===== config.mk =====
export PLATFORM = sky130hd
export DESIGN_NAME = bnn_layer_sequencer
export DESIGN_NICKNAME = d
export VERILOG_FILES = /design/src/rtl/bnn_ctrl_pkg.sv /design/src/rtl/bnn_weight_bank.sv /design/src/rtl/bnn_layer_sequencer.sv
export SDC_FILE = /design/constraint.sdc
export NUM_CORES = 1
export LEC_CHECK = 0
export ABC_AREA = 1
export CORE_AREA = 2 2 113 115
export DETAILED_ROUTE_END_ITERATION = 12
export DIE_AREA = 0 0 115 117
export MAX_ROUTING_LAYER = met4
export PLACE_DENSITY = 0.8
export SLEW_MARGIN = 10
export SYNTH_ARGS = -nofsm -noshare
export SYNTH_HDL_FRONTEND = slang
export SYNTH_SLANG_ARGS = --single-unit

===== constraint.sdc =====
create_clock -name clk -period 1.9 [get_ports clk]
set_input_delay 0.38 -clock clk [delete_from_list [all_inputs] [get_ports clk]]
set_output_delay 0.38 -clock clk [all_outputs]
set_load 0.01 [all_outputs]

===== src/rtl/bnn_ctrl_pkg.sv =====
// Shared state encoding, default geometry and vector typedefs for the BNN layer sequencer.
package bnn_ctrl_pkg;

    localparam int INPUT_DIM_D  = 4;
    localparam int OUTPUT_DIM_D = 8;
    localparam int BIT_CNT_D    = 8;
    localparam int TILE_OUT_D   = 2;
    localparam int DP_LAT_D     = 1;
    localparam int NPASS        = OUTPUT_DIM_D / TILE_OUT_D;

    typedef enum logic [1:0] {IDLE, SETTLE, OUTPUT} state_e;

    typedef logic [INPUT_DIM_D-1:0][BIT_CNT_D-1:0] vec_t;
    typedef logic [INPUT_DIM_D-1:0]                row_t;
    typedef logic [TILE_OUT_D-1:0][INPUT_DIM_D-1:0] tile_w_t;

    // Counter width that never collapses to zero bits.
    function automatic int cnt_w(input int n);
        return (n > 1) ? $clog2(n) : 1;
    endfunction

endpackage


===== src/rtl/bnn_weight_bank.sv =====
// Binary weight matrix: one row-write port, one TILE_OUT-row read port selected by pass number.
module bnn_weight_bank
    import bnn_ctrl_pkg::*;
#(
    parameter int INPUT_DIM  = INPUT_DIM_D,
    parameter int OUTPUT_DIM = OUTPUT_DIM_D,
    parameter int TILE_OUT   = TILE_OUT_D,
    parameter int IDX_W      = cnt_w(OUTPUT_DIM),
    parameter int PASS_W     = cnt_w(OUTPUT_DIM / TILE_OUT)
) (
    input  logic                                clk,
    input  logic                                rst_n,
    input  logic                                i_we,
    input  logic [IDX_W-1:0]                    i_idx,
    input  logic [INPUT_DIM-1:0]                i_row,
    input  logic [PASS_W-1:0]                   i_pass,
    output logic [TILE_OUT-1:0][INPUT_DIM-1:0]  o_rows
);

    logic [OUTPUT_DIM-1:0][INPUT_DIM-1:0] r_bank;

    // Out-of-range indices complete the handshake upstream but never land here.
    always_ff @(posedge clk or negedge rst_n) begin
        if (!rst_n) begin
            r_bank <= '0;
        end else if (i_we && (int'(i_idx) < OUTPUT_DIM)) begin
            r_bank[i_idx] <= i_row;
        end
    end

    always_comb begin
        o_rows = '0;
        for (int t = 0; t < TILE_OUT; t++) begin
            o_rows[t] = r_bank[IDX_W'(int'(i_pass) * TILE_OUT + t)];
        end
    end

endmodule


===== src/rtl/bnn_layer_sequencer.sv =====
// Latches an input vector and steps an external binary-weight tile over all output rows.
module bnn_layer_sequencer
    import bnn_ctrl_pkg::*;
#(
    parameter int INPUT_DIM  = INPUT_DIM_D,
    parameter int OUTPUT_DIM = OUTPUT_DIM_D,
    parameter int BIT_CNT    = BIT_CNT_D,
    parameter int TILE_OUT   = TILE_OUT_D,
    parameter int DP_LAT     = DP_LAT_D
) (
    input  logic                                 clk,
    input  logic                                 rst_n,
    input  logic                                 wt_valid,
    output logic                                 wt_ready,
    input  logic [$clog2(OUTPUT_DIM)-1:0]        wt_row_idx,
    input  logic [INPUT_DIM-1:0]                 wt_row,
    input  logic                                 in_valid,
    output logic                                 in_ready,
    input  logic [INPUT_DIM-1:0][BIT_CNT-1:0]    in_data,
    output logic                                 out_valid,
    input  logic                                 out_ready,
    output logic [OUTPUT_DIM-1:0][BIT_CNT-1:0]   out_data,
    output logic [INPUT_DIM-1:0][BIT_CNT-1:0]    dp_value_in,
    output logic [TILE_OUT-1:0][INPUT_DIM-1:0]   dp_weight,
    input  logic [TILE_OUT-1:0][BIT_CNT-1:0]     dp_value_out,
    output logic                                 busy
);

    localparam int L_NPASS = OUTPUT_DIM / TILE_OUT;
    localparam int IDX_W   = cnt_w(OUTPUT_DIM);
    localparam int PASS_W  = cnt_w(L_NPASS);
    localparam int CNT_W   = cnt_w(DP_LAT);

    state_e                             r_state, w_next;
    logic [PASS_W-1:0]                  r_pass;
    logic [CNT_W-1:0]                   r_cnt;
    logic [INPUT_DIM-1:0][BIT_CNT-1:0]  r_x;
    logic [OUTPUT_DIM-1:0][BIT_CNT-1:0] r_out;
    logic                               r_out_valid;
    logic                               w_idle, w_capture, w_last;

    always_ff @(posedge clk or negedge rst_n) begin
        if (!rst_n) r_state <= IDLE;
        else        r_state <= w_next;
    end

    always_comb begin
        w_next    = r_state;
        w_idle    = 1'b0;
        w_capture = 1'b0;
        w_last    = 1'b0;
        case (r_state)
            IDLE: begin
                w_idle = 1'b1;
                if (in_valid) w_next = SETTLE;
            end
            SETTLE: begin
                if (r_cnt == CNT_W'(DP_LAT - 1)) begin
                    w_capture = 1'b1;
                    if (r_pass == PASS_W'(L_NPASS - 1)) begin
                        w_last = 1'b1;
                        w_next = OUTPUT;
                    end
                end
            end
            OUTPUT: begin
                if (out_ready) w_next = IDLE;
            end
            default: w_next = IDLE;
        endcase
    end

    always_ff @(posedge clk or negedge rst_n) begin
        if (!rst_n) begin
            r_pass      <= '0;
            r_cnt       <= '0;
            r_x         <= '0;
            r_out       <= '0;
            r_out_valid <= 1'b0;
        end else begin
            case (r_state)
                IDLE: begin
                    if (in_valid) begin
                        r_x    <= in_data;
                        r_pass <= '0;
                        r_cnt  <= '0;
                    end
                end
                SETTLE: begin
                    if (w_capture) begin
                        for (int t = 0; t < TILE_OUT; t++) begin
                            r_out[IDX_W'(int'(r_pass) * TILE_OUT + t)] <= dp_value_out[t];
                        end
                        if (w_last) begin
                            r_out_valid <= 1'b1;
                        end else begin
                            r_pass <= r_pass + 1'b1;
                            r_cnt  <= '0;
                        end
                    end else begin
                        r_cnt <= r_cnt + 1'b1;
                    end
                end
                OUTPUT: begin
                    if (out_ready) begin
                        r_out_valid <= 1'b0;
                        r_pass      <= '0;
                    end
                end
                default: ;
            endcase
        end
    end

    // Weight writes only in IDLE, so a same-cycle vector accept computes with the new row.
    bnn_weight_bank #(
        .INPUT_DIM (INPUT_DIM),
        .OUTPUT_DIM(OUTPUT_DIM),
        .TILE_OUT  (TILE_OUT),
        .IDX_W     (IDX_W),
        .PASS_W    (PASS_W)
    ) u_bank (
        .clk   (clk),
        .rst_n (rst_n),
        .i_we  (wt_valid & w_idle),
        .i_idx (IDX_W'(wt_row_idx)),
        .i_row (wt_row),
        .i_pass(r_pass),
        .o_rows(dp_weight)
    );

    assign wt_ready    = w_idle;
    assign in_ready    = w_idle;
    assign busy        = ~w_idle;
    assign out_valid   = r_out_valid;
    assign out_data    = r_out;
    assign dp_value_in = r_x;

endmodule


==> metrics.txt <==
status finished clean; crit-path leading delay family buffers and inverters; full die area 13,460 µm²; DR DRC count 0; 1st-iter DRT viols 308; routed len/inst 14.92 µm; RePlAce Congestion 0.8479; layout cells sized above 1 15.89%; CTS sink cnt 134; Total Wirelength 13.79 mm; Critical-path top delay cell dfrtp_1; most frequent cell after synthesis nand2_1; number of synthesized flops with an enable pin 0; Ant. Diodes 0; WP buf/inv 3; # rows 41; Die W 115 µm; Final setup violation count 0; vias in the first global route 4,574; Hold Path Class flop to flop; post-layout util 66.02%; Slew headroom 66.36%; Root Buffer clkbuf_16; Area Growth Syn to Fin 43.78%; 1st-pass router iterations 4; design area 8128 µm²; CTS tree done; Post-Syn Instances 581; Synthesized Nets 646; port bufs 167; Yosys top cell by area dfrtp_1; mean post-synth cell area 9.730 µm²; Tmin final 1881 ps; crit path cell chain buf_6 > buf_4 > nor2_1 > o22ai_2 > buf_2; synth warn 0; vias per cell 4.986; kind of critical path flop to output pin; Overflow after GRT 0; # IOs 168; via count 4,607; CTS Buf Count 17; Required @ worst endpoint 1520 ps; Arrival @ worst endpoint 1500 ps; Starting Density 45.91%; core area 12,310 µm²; area of the multi-input gates 2031 µm²; Post-synth top flop dfrtp_1; Nets 827; RSZ-0062 raised after global routing yes; register area share after synthesis 59.32%; ys async rst share 100.0%; Synth Cell Area 5653 µm²; top cells by count, synth nand2_1 (203), dfrtp_1 (134), o21ai_1 (64), inv_1 (33), o21ai_2 (32); Worst path depth 5; clock buffer depth 2; final setup skew 6.111 ps; clk_lat worst skew 400 ps; first-pass GRT wire length 22.38 mm; overall routing resource usage 21.93%; CP Max Fanout 15; R2R depth 7; max cap viols 0; fin crit share 98.98%; DP Area 7466 µm²; hpwl dp 9.839 mm; synthesized flop and latch total 134; Power Density 1835 nW/µm²; number of fill cells 1,001; register area 3356 µm²; final hold vios 0; Max stage delay on crit path 420 ps; initial antenna violation count 0; library cells used by synthesis 22; hold_ws 475.4 ps; antenna-violating nets left 0; fmax 531.8 MHz; top-area cell type share of the netlist area 59.32%; type of origin of the critical path flop; max-slew violation count 0; VDD IR-drop max 0.0007627 V; CTS clock-pin slew for the worst setup and hold paths 50 ps; CP endpoint kind output pin; slew at the pin closest to its max-slew limit 503.9 ps; Die Y 117 µm; largest net degree at the start of global routing 75; Max H-tree Level 4; top area cells in the synthesized netlist dfrtp_1 (59%), nand2_1 (13%), o21ai_1 (5.7%); hold path depth 2; leakage power 3.917 nW
[through the flow]
stage | TNS (ps) | std cells | power, mW | setup slack (ps)
3_5_place_dp | -11.56 | 887 | 11.53 | -11.56
3_3_place_gp | 0 | 887 | 11.27 | 70.14
4_1_cts | 0 | 922 | 15.01 | 1.823
2_1_floorplan | 0 | 581 | 8.288 | 193.6
5_1_grt | -58.80 | 924 | 15.91 | -27.21
6_report | 0 | 924 | 14.92 | 19.46
[flip-flops by register name, summed over array words and instances (netlist names)]
name / cells
dp_value_in: 32
r_state: 2
r_pass: 2
out_data: 64
out_valid: 1
u_bank.r_bank: 32
r_cnt: 1
[worst reg2reg max path, delay by kind of cell, from the launching register on]
family | cells | cell delay, ps
AO/OA/AOI/OAI | 1 | 70
adder cells (fa/ha/maj) | 1 | 170
buffers and inverters | 2 | 270
AND/OR/NAND/NOR | 3 | 670
flip-flops | 1 | 500
[path summary, 6_finish.rpt]
path | from | endpoint | slack, ps
max | r_pass[0]$_DFFE_PN0P_ | dp_weight[3] | 20
min | dp_value_in[24]$_DFFE_PN0P_ | dp_value_in[24]$_DFFE_PN0P_ | 480
max reg2reg | r_pass[1]$_DFFE_PN0P_ | out_data[32]$_DFFE_PN0P_ | 150
min reg2reg | dp_value_in[24]$_DFFE_PN0P_ | dp_value_in[24]$_DFFE_PN0P_ | 480
max in group asynchronous | rst_n | r_state[0]$_DFFE_PN0P_ | 1000
min in group asynchronous | rst_n | out_data[45]$_DFFE_PN0P_ | 530
[routing by layer]
metal	GRT usage, %	up-vias	routed length, µm
met5	-	-	0
met4	7.791	0	228
met3	3.708	21	697
met2	35.88	146	6771
met1	27.86	2222	6092
li1	-	2218	-
[layout by cell type, fill, tap and decap left out, drive strengths merged, types with 2 or more instances in the layout]
cell	synthesis	routed
buf	21	24
bufinv	0	4
clkbuf	1	23
nor2	33	33
clkdlybuf4s50	0	155
clkinvlp	0	2
nand2	222	222
inv	36	36
nand3	6	6
ha	5	5
clkinv	0	3
dlygate4sd2	0	2
o21ai	113	113
dfrtp	134	134
o22ai	8	8
[layout make-up]
cell class,count,share of cell area [%]
clock buffers,22,5.711
clock inverters,9,1.847
inverters,36,1.693
multi-input cells,389,24.98
flip-flops and latches,134,41.29
well taps,150,2.309
repair buffers,184,22.17
[timing repair]
item | 4_1_cts | 5_1_grt
setup buffers | 3 | 2
hold buffers | 1 | 0
endpoints found under the hold margin | 65 | 0
resized for setup | 52 | 4
setup endpoints to repair | 11 | 5
pin swaps | 3 | 1
[logic make-up (layout without fill, tap and decap cells)]
logic type,after synthesis,count (layout),synth area share (%)
AO/OA/AOI/OAI,122,122,13.10
adder cells (fa/ha/maj),5,5,1.107
buffers and inverters,58,251,5.356
flip-flops,134,134,59.32
AND/OR/NAND/NOR,262,262,21.12
[power by group]
group	switching (mW)	internal, mW
Sequential	0.881	4.24
Clock	1.16	2.25
Combinational	3.17	3.22
(Power assumes the default switching activity.)
